<file path="src/rtl/diners_pkg.sv">
// Shared types and ring helpers for the dining-philosophers models.
// Fork numbering: seat i sits between fork i and fork i+1 (mod N).
package diners_pkg;

    typedef enum logic [1:0] {
        THINKING,
        HUNGRY,
        EATING,
        READING
    } t_state;

    function automatic int left_fork(input int i);
        return i;
    endfunction

    function automatic int right_fork(input int i, input int n);
        return (i + 1) % n;
    endfunction

endpackage

</file>
<file path="src/rtl/fork_butler_if.sv">
// Request/grant bundle between the philosopher seats and the butler.
// The master drives requests and releases; the slave reports ownership.
interface fork_butler_if #(
    parameter int N = 5
);
    logic [N-1:0]             hungry;
    logic [N-1:0]             done;
    logic [N-1:0]             grant;
    logic [N-1:0]             fork_busy;
    logic [N-1:0]             urgent;
    logic [$clog2(N+1)-1:0]   seated;

    modport master (
        output hungry, done,
        input  grant, fork_busy, urgent, seated
    );

    modport slave (
        input  hungry, done,
        output grant, fork_busy, urgent, seated
    );
endinterface

</file>
<file path="src/rtl/fork_butler_seat_ctrl.sv">
// Per-seat state machine with a saturating hunger age and urgent flag.
// Age and urgent follow the registered state, one cycle behind it.
module seat_ctrl
    import diners_pkg::*;
#(
    parameter int MAX_WAIT = 15,
    parameter int CW       = $clog2(MAX_WAIT + 1)
) (
    input  logic   clk,
    input  logic   reset,
    input  logic   hungry,
    input  logic   done,
    input  logic   win,
    output t_state state,
    output logic   urgent
);
    localparam logic [CW-1:0] AGE_MAX = CW'(MAX_WAIT);

    t_state        state_d;
    logic [CW-1:0] age;

    always_comb begin
        state_d = state;
        unique case (state)
            THINKING: if (hungry) state_d = HUNGRY;
            HUNGRY: begin
                if (!hungry)  state_d = THINKING;
                else if (win) state_d = EATING;
            end
            EATING:   if (done) state_d = THINKING;
            default:  state_d = THINKING;
        endcase
    end

    always_ff @(posedge clk) begin
        if (reset) begin
            state  <= THINKING;
            age    <= '0;
            urgent <= 1'b0;
        end else begin
            state  <= state_d;
            urgent <= (state == HUNGRY) && (age == AGE_MAX);
            if (state != HUNGRY)    age <= '0;
            else if (age != AGE_MAX) age <= age + 1'b1;
        end
    end

endmodule

</file>
<file path="src/rtl/fork_butler.sv">
// Central fork arbiter: atomic two-fork grants, N-1 diner cap,
// urgent-first round-robin pick, at most one new diner per cycle.
module fork_butler
    import diners_pkg::*;
#(
    parameter int N        = 5,
    parameter int MAX_WAIT = 15,
    parameter int CW       = $clog2(MAX_WAIT + 1)
) (
    input logic          clk,
    input logic          reset,
    fork_butler_if.slave bus
);
    localparam int SW = $clog2(N + 1);
    localparam int PW = $clog2(N);

    t_state          st [N];
    logic [N-1:0]    eating;
    logic [N-1:0]    waiting;
    logic [N-1:0]    urg;
    logic [N-1:0]    busy;
    logic [N-1:0]    elig;
    logic [N-1:0]    hot;
    logic [N-1:0]    win;
    logic [N-1:0]    eat_d;
    logic [PW-1:0]   rr_ptr;
    logic [PW-1:0]   pick;
    logic            found;
    logic            granted;
    logic [SW-1:0]   seated_q;
    logic [SW-1:0]   seated_d;

    for (genvar i = 0; i < N; i++) begin : g_seat
        seat_ctrl #(
            .MAX_WAIT (MAX_WAIT),
            .CW       (CW)
        ) u_seat (
            .clk    (clk),
            .reset  (reset),
            .hungry (bus.hungry[i]),
            .done   (bus.done[i]),
            .win    (win[i]),
            .state  (st[i]),
            .urgent (urg[i])
        );
        assign eating[i]  = (st[i] == EATING);
        assign waiting[i] = (st[i] == HUNGRY);
    end

    always_comb begin
        busy = '0;
        for (int i = 0; i < N; i++) begin
            busy[left_fork(i)]    = busy[left_fork(i)] | eating[i];
            busy[right_fork(i, N)] = busy[right_fork(i, N)] | eating[i];
        end
    end

    // An urgent seat locks out both neighbours until it has eaten.
    always_comb begin
        elig = '0;
        for (int i = 0; i < N; i++) begin
            elig[i] = waiting[i]
                && !busy[left_fork(i)]
                && !busy[right_fork(i, N)]
                && (seated_q < SW'(N - 1))
                && (urg[i] || !(urg[(i + N - 1) % N]
                             || urg[right_fork(i, N)]));
        end
    end

    assign hot = |(elig & urg) ? (elig & urg) : elig;

    always_comb begin
        found = 1'b0;
        pick  = '0;
        for (int k = 0; k < N; k++) begin
            if (!found && hot[(int'(rr_ptr) + k) % N]) begin
                found = 1'b1;
                pick  = PW'((int'(rr_ptr) + k) % N);
            end
        end
    end

    always_comb begin
        win = '0;
        if (found) win[pick] = 1'b1;
    end

    // A withdrawal on the winning edge cancels the grant outright.
    assign granted = found && bus.hungry[pick];
    assign eat_d   = (eating & ~bus.done) | (win & bus.hungry);

    always_comb begin
        seated_d = '0;
        for (int i = 0; i < N; i++) begin
            seated_d = seated_d + SW'(eat_d[i]);
        end
    end

    always_ff @(posedge clk) begin
        if (reset) begin
            rr_ptr   <= '0;
            seated_q <= '0;
        end else begin
            seated_q <= seated_d;
            if (granted) begin
                rr_ptr <= (pick == PW'(N - 1)) ? '0 : pick + 1'b1;
            end
        end
    end

    assign bus.grant     = eating;
    assign bus.fork_busy = busy;
    assign bus.urgent    = urg;
    assign bus.seated    = seated_q;

endmodule
</file>
<file path="src/flat_wrapper.sv">
// flat-port wrapper written by rule: the top's interface ports become plain ports
module fork_butler_flat import diners_pkg::*;
#(
    parameter int N        = 5,
    parameter int MAX_WAIT = 15,
    parameter int CW       = $clog2(MAX_WAIT + 1)
)
  (clk, reset, bus_hungry, bus_done, bus_grant, bus_fork_busy, bus_urgent, bus_seated);
  fork_butler_if #(.N(N)) bus_i ();
  input logic clk;
  input logic reset;
  input wire logic [$bits(bus_i.hungry)-1:0] bus_hungry;
  input wire logic [$bits(bus_i.done)-1:0] bus_done;
  output wire logic [$bits(bus_i.grant)-1:0] bus_grant;
  output wire logic [$bits(bus_i.fork_busy)-1:0] bus_fork_busy;
  output wire logic [$bits(bus_i.urgent)-1:0] bus_urgent;
  output wire logic [$bits(bus_i.seated)-1:0] bus_seated;
  assign bus_i.hungry = bus_hungry;
  assign bus_i.done = bus_done;
  assign bus_grant = bus_i.grant;
  assign bus_fork_busy = bus_i.fork_busy;
  assign bus_urgent = bus_i.urgent;
  assign bus_seated = bus_i.seated;
  fork_butler #(.N(N), .MAX_WAIT(MAX_WAIT), .CW(CW)) u_core (.clk(clk), .reset(reset), .bus(bus_i));
endmodule
</file>
<file path="config.mk">
export PLATFORM = sky130hd
export DESIGN_NAME = fork_butler_flat
export DESIGN_NICKNAME = d
export VERILOG_FILES = /design/src/rtl/diners_pkg.sv /design/src/rtl/fork_butler_if.sv /design/src/rtl/fork_butler_seat_ctrl.sv /design/src/rtl/fork_butler.sv /design/src/flat_wrapper.sv
export SDC_FILE = /design/constraint.sdc
export NUM_CORES = 1
export LEC_CHECK = 0
export CAP_MARGIN = 25
export CORE_ASPECT_RATIO = 1.25
export CORE_UTILIZATION = 55
export DETAILED_ROUTE_END_ITERATION = 6
export PLACE_DENSITY = 0.73
export SYNTH_ARGS = -nofsm -noshare
export SYNTH_HDL_FRONTEND = slang
export SYNTH_SLANG_ARGS = --single-unit
export TNS_END_PERCENT = 5
</file>
<file path="constraint.sdc">
create_clock -name clk -period 13.77 [get_ports clk]
set_input_delay 2.754 -clock clk [delete_from_list [all_inputs] [get_ports clk]]
set_output_delay 2.754 -clock clk [all_outputs]
set_load 0.02 [all_outputs]
</file>
* Word-level counts from Yosys, hierarchy flattened *
Cells that the tools add are included.

cells by class
  add/sub/neg operators = 14
  div/mod/pow operators = 5
  order comparisons = 8
  eq/ne operators = 41
  multiplexer cells = 57
  bitwise logic cells = 10
  reduce and logical (&&, ||, !) cells = 71

operators with widths
  kind                     number
  $lt A32 B5 Y1 const B    5
  $mod A32 B4 Y32 const B  4
  $mux W2                  20
  $mod A4 B4 Y32 const B   1
  $logic_and A1 B1 Y1      31
  $pmux W2 S3              5
  $add A4 B1 Y4 const B    5
  $eq A4 B4 Y1 const B     5
  $ne A2 B2 Y1 const B     10
  $ne A4 B4 Y1 const B     5
  $bmux W1 S3              6
  $mux W3                  6
  $mux W1                  17
  $and A5 B5 Y5            3
  $ne A3 B3 Y1 const B     5
  $reduce_and A3 Y1        5
  $logic_not A1 Y1         14
  $eq A2 B1 Y1 const B     5
  $eq A2 B2 Y1 const B     5
  $logic_not A2 Y1         5
  $logic_or A1 B1 Y1       10
  $mux W5                  2
  $ne A2 B1 Y1 const B     5
  $reduce_or A2 Y1         5
  other kinds (15)         22

storage, ports and cells
  flip-flop bits (word level) = 41
  bits of input ports = 12
  word-level logic and storage cells = 223

* Logic depth before layout (Yosys ltp) *
  depth after elaboration = 37
  mapped depth = 28

* Modules after synthesis *
From an unflattened synthesis, not the netlist that was laid out.

second synthesis, totals
  cell total of the unflattened synthesis = 490
  area, all modules = 3931.3 µm²

by module, submodules not included
  module       instances  cells each  area each (µm²)  seq. area each (µm²)
  fork_butler  1          340         2555.0           120.1
  seat_ctrl    5          30          275.3            140.1

* Worst setup path after synthesis *
Ideal clock, no wire load.

  kind = flip-flop to flip-flop
  from = reg u_core.rr_ptr[0]
  to = reg u_core.seated_q[1], in the netlist u_core.bus.seated[1]
  arrival = 5.591 ns
  required time = 13.641 ns
  path slack = 8.050 ns
  stages on the path, launching flop included = 29
  path buffers = 2
  clock period less this slack = 5.720 ns
  cell sequence = dfxtp_1 -> inv_1 -> buf_2 -> ha_1 -> inv_1 -> ha_1 -> inv_1 -> ha_1 -> inv_1 -> ha_1 -> nand2b_1 -> a21oi_1 -> o221ai_1 -> nand4b_2 -> mux2i_1 -> a2bb2oi_1 -> mux2i_1 -> a211o_1 -> buf_6 -> or2_0 -> nor3_1 -> o2bb2ai_1 -> ha_1 -> inv_1 -> fa_1 -> inv_1 -> ha_1 -> fa_1 -> nor2b_1

on the way
  word-level cells in the longest chain between the ends = 28
  elaborated cells between the ends (all ways) = 54

ends and longest elaborated chain
  item                                                      RTL line            source
  start, declared                                           fork_butler.sv:26   logic [PW-1:0] rr_ptr;
  start signal, assigned                                    fork_butler.sv:107  rr_ptr <= (pick == PW'(N - 1)) ? '0 : pick + 1'b1;
  branches (longest 21 deep; another with $mod A32 B4 Y32)  n/a
  $mux W5 (*)                                               fork_butler.sv:86   if (found) win[pick] = 1'b1;
  $and A5 B5 Y5 (*)                                         fork_butler.sv:91   assign eat_d = (eating & ~bus.done) | (win & bus.hungry);
  $or A5 B5 Y5 (*)                                          fork_butler.sv:91
  $add A1 B1 Y2                                             fork_butler.sv:96   seated_d = seated_d + SW'(eat_d[i]);
  $add A3 B1 Y3 (2 in series)                               fork_butler.sv:96
  $add A3 B1 Y3 (*)                                         fork_butler.sv:96
  via u_core.seated_d[1]                                    fork_butler.sv:31   logic [SW-1:0] seated_d;
  end signal, assigned                                      fork_butler.sv:105  seated_q <= seated_d;
  end, declared                                             fork_butler.sv:30   logic [SW-1:0] seated_q;

Mark *: on every way through the listed nets, which the timed path passes. The select of a mux whose other input is x is not followed.
A chain may end at the register's enable or synchronous reset.

* Final worst setup path *
Ends and elaborated chain as after synthesis.

==> out/results.tsv <==
metric	value	unit
Mapped Area	0.00373	mm^2
crit path launch	u_core.rr_ptr[0]$_SDFFE_PP0P_	
critical path endpoint	u_core.bus.seated[1]$_SDFF_PP0_	
period utilization	49.6	%
worst skew pair latency	0.30	ns
most frequent cells in the layout	53 x nor2_1, 41 x dfxtp_1, 29 x clkdlybuf4s50_1, 26 x nand2_1, 24 x ha_1	
leakage	1.70	nW
endpoints failing hold	0	
starting density of the core	56.8	%
status	complete, no violations	
CP arrival	7.00	ns
Die H	94.0	um
DIE AREA	0.00711	mm^2
Final setup viols	0	
min Tclk post-route	6.83	ns
Reg clk slew, reported paths	0.09	ns
Critical-path top delay cell	ha_1	
Reg power frac	17.1	%
gp weighted congestion	0.902	
post-CTS sizing	0	
Fillers	587	
GR met2 Demand/Resource	46.4	%
Via density	6.27	
DRC	0	
root buf cell	clkbuf_8	
clk sinks	41	
Crit Path Class	reg -> reg	
combinational share of power	72.0	%
final wirelength	9230	um
H-tree Lvls	2	
Reg-to-Reg End	u_core.bus.seated[1]$_SDFF_PP0_	
Net Sw Frac	49.2	%
total track usage	27.5	%
Most Crowded Layer GR	met2	
critical path required time	13.93	ns
CP max FO	28	
Final Max Tran Viols	0	
CTS tree	yes	
async set or reset register ratio after synthesis	0	%
CP cell instances	buf_4 > inv_1 > ha_1 > clkinv_1 > nand2_1 > ha_1 > nor2b_1 > o22ai_1 > and3_1 > a2bb2oi_1 > o211a_1 > nor4b_2 > and3b_1 > a21oi_1 > a21oi_2 > nor3_1 > o2bb2ai_1 > ha_1 > inv_1 > fa_1 > inv_1 > ha_1 > fa_1 > nor2b_1	
Worst Skew	0.00817	ns
CTS max path bufs	2	
first-pass GRT wire length	15100	um
DIE WIDTH	75.6	um
Post-DRT Antenna Nets	0	
unrepaired setup endpoints after global routing	no	
R2R depth	24	
Slew HR	53.3	%
I/O pin total	30	
Post-synth EDFFs	0	
HPWL Detailed	7060	um
largest net degree at the start of global routing	29	
VDD IR-drop max	0.000158	V
Post-CTS Setup Bufs	0	
CP Launch Type	flop	
Pre-antenna DRT Iters	5	
worst-margin pin slew	0.699	ns
Max-Cap Viols	0	
DR WL/cell	16.1	um
R2R Setup Slk	6.94	ns
gr ovfl total	0	
Pint	0.000467	W
Netlist cell types	85	
via count	3590	
layout cell share with drive strength beyond 1	6.58	%
met1 global-route usage	33.3	%
RR Startpoint	u_core.rr_ptr[0]$_SDFFE_PP0P_	
sequential area share after synthesis	22.0	%
commonest non-fill, non-tap cell in the layout	nor2_1	
clock network power share	10.9	%
number of port buffers	29	
sw power	0.000452	W
Synthesized Nets	506	
most used cell along the critical path	ha_1	
# rows	33	
Gate Count Post-Synth	468	
1st-iter DRT viols	160	
area of the core	0.00657	mm^2
vias in the first global route	3276	
Area growth syn-to-layout	10.7	%
worst hold path class	reg -> reg	
final core utilization	62.9	%
PD cells	223	mW/mm^2
Setup crit end kind	flop	
post-synthesis register bit count	41	
setup tns final	0	ns
met3 usage	3.76	%
ANT cells	0	
Layout Nets	523	
Top FF cell, synth	dfxtp_1	
Ys Warns	0	
crit-path max cell delay	0.73	ns
Max Clock Freq	0.146	GHz
initial antenna violation count	0	
cts bufs inserted	5	
Syn Area/Cell	7.96	um^2
hold_buf cts	0	
[registers in the layout, indices dropped and copies added, names as in the netlist]
signal	flops
u_core.g_seat.u_seat.state	10
u_core.bus.seated	3
u_core.g_seat.u_seat.age	20
u_core.rr_ptr	3
u_core.g_seat.u_seat.urgent	5
[layout make-up]
class | instances | area, um^2 | area share [%]
Clock buffer | 5 | 68.8 | 1.67
Clock inverter | 3 | 43.8 | 1.06
Inverter | 26 | 97.6 | 2.37
Multi-Input combinational cell | 381 | 2690 | 65.2
Sequential cell | 41 | 821 | 19.9
Tap cell | 87 | 109 | 2.64
Timing Repair Buffer | 30 | 298 | 7.22
[power by group through the flow]
stage / Combinational (W) / Sequential [W] / Clock (W)
5_1_grt: 0.000732 / 0.000160 / 0.000106
4_1_cts: 0.000658 / 0.000157 / 0.000101
3_5_place_dp: 0.000650 / 0.000160 / 0
3_3_place_gp: 0.000641 / 0.000159 / 0
6_report: 0.000661 / 0.000157 / 0.0000997
2_1_floorplan: 0.000524 / 0.000155 / 0
[per-layer routing]
layer	routed length [um]	up-vias	share of wire, %
met1	3980	1663	43
met3	461	26	5.0
met5	0	-	0
met2	4460	129	48
met4	335	0	3.6
li1	-	1772	-
[metrics by stage]
step	power (W)	hold slack [ns]	cell area [um^2]	cells	worst slack (ns)
detailed placement	0.000810	0.465	4010	565	7.02
global placement	0.000799	0.457	4010	565	7.31
global route	0.000998	0.507	4130	573	6.48
CTS	0.000916	0.478	4130	573	7.00
floorplan	0.000679	0.429	3730	468	8.05
finish	0.000918	0.477	4130	573	6.94
[synth_stat cells (13+ instances only)]
library cell	number	area share, %
nand3_1	21	2.8
dfxtp_1	41	22
nand2b_1	14	2.4
nor3_1	22	3.0
inv_1	23	2.3
nand2_1	26	2.6
a21oi_1	13	1.7
nor2b_1	16	2.7
ha_1	24	8.1
nor2_1	53	5.3
o21ai_0	14	1.9
mux2i_1	20	5.4
[worst min-delay path by stage]
| stage | start | endpoint | slack (ns) | depth (start not counted) |
|---|---|---|---|---|
| after floorplan | u_core.g_seat[3].u_seat.state[1]$_SDFFE_PP0P_ | u_core.g_seat[3].u_seat.state[0]$_SDFFE_PP0P_ | 0.43 | 1 |
| after global placement | u_core.g_seat[3].u_seat.state[1]$_SDFFE_PP0P_ | u_core.g_seat[3].u_seat.state[0]$_SDFFE_PP0P_ | 0.46 | 1 |
| after detailed placement | u_core.g_seat[3].u_seat.state[1]$_SDFFE_PP0P_ | u_core.g_seat[3].u_seat.state[0]$_SDFFE_PP0P_ | 0.47 | 1 |
| after CTS | u_core.g_seat[3].u_seat.state[1]$_SDFFE_PP0P_ | u_core.g_seat[3].u_seat.state[0]$_SDFFE_PP0P_ | 0.48 | 1 |
| after global routing | u_core.g_seat[3].u_seat.state[1]$_SDFFE_PP0P_ | u_core.g_seat[3].u_seat.state[0]$_SDFFE_PP0P_ | 0.51 | 1 |
| final | u_core.g_seat[1].u_seat.state[1]$_SDFFE_PP0P_ | u_core.g_seat[1].u_seat.state[0]$_SDFFE_PP0P_ | 0.48 | 1 |
[worst max-delay path, delay by kind of cell, from the launching register on]
kind | cells | cell delay [ns]
AO/OA/AOI/OAI | 6 | 1.17
adder cells (fa/ha/maj) | 6 | 2.40
buffers and inverters | 5 | 1.06
flip-flops | 1 | 0.32
AND/OR/NAND/NOR | 7 | 1.74
[logic make-up (layout without fill, tap and decap cells)]
group	count (synthesis)	in the layout	share of synthesized area [%]
AND/OR/NAND/NOR	215	215	32.0
adder cells (fa/ha/maj)	26	26	9.13
AO/OA/AOI/OAI	105	105	21.8
multiplexers	23	23	6.38
XOR/XNOR	12	12	2.82
buffers and inverters	46	64	5.81
flip-flops	41	41	22.0
Note: power is estimated with default switching activity, not from simulation.
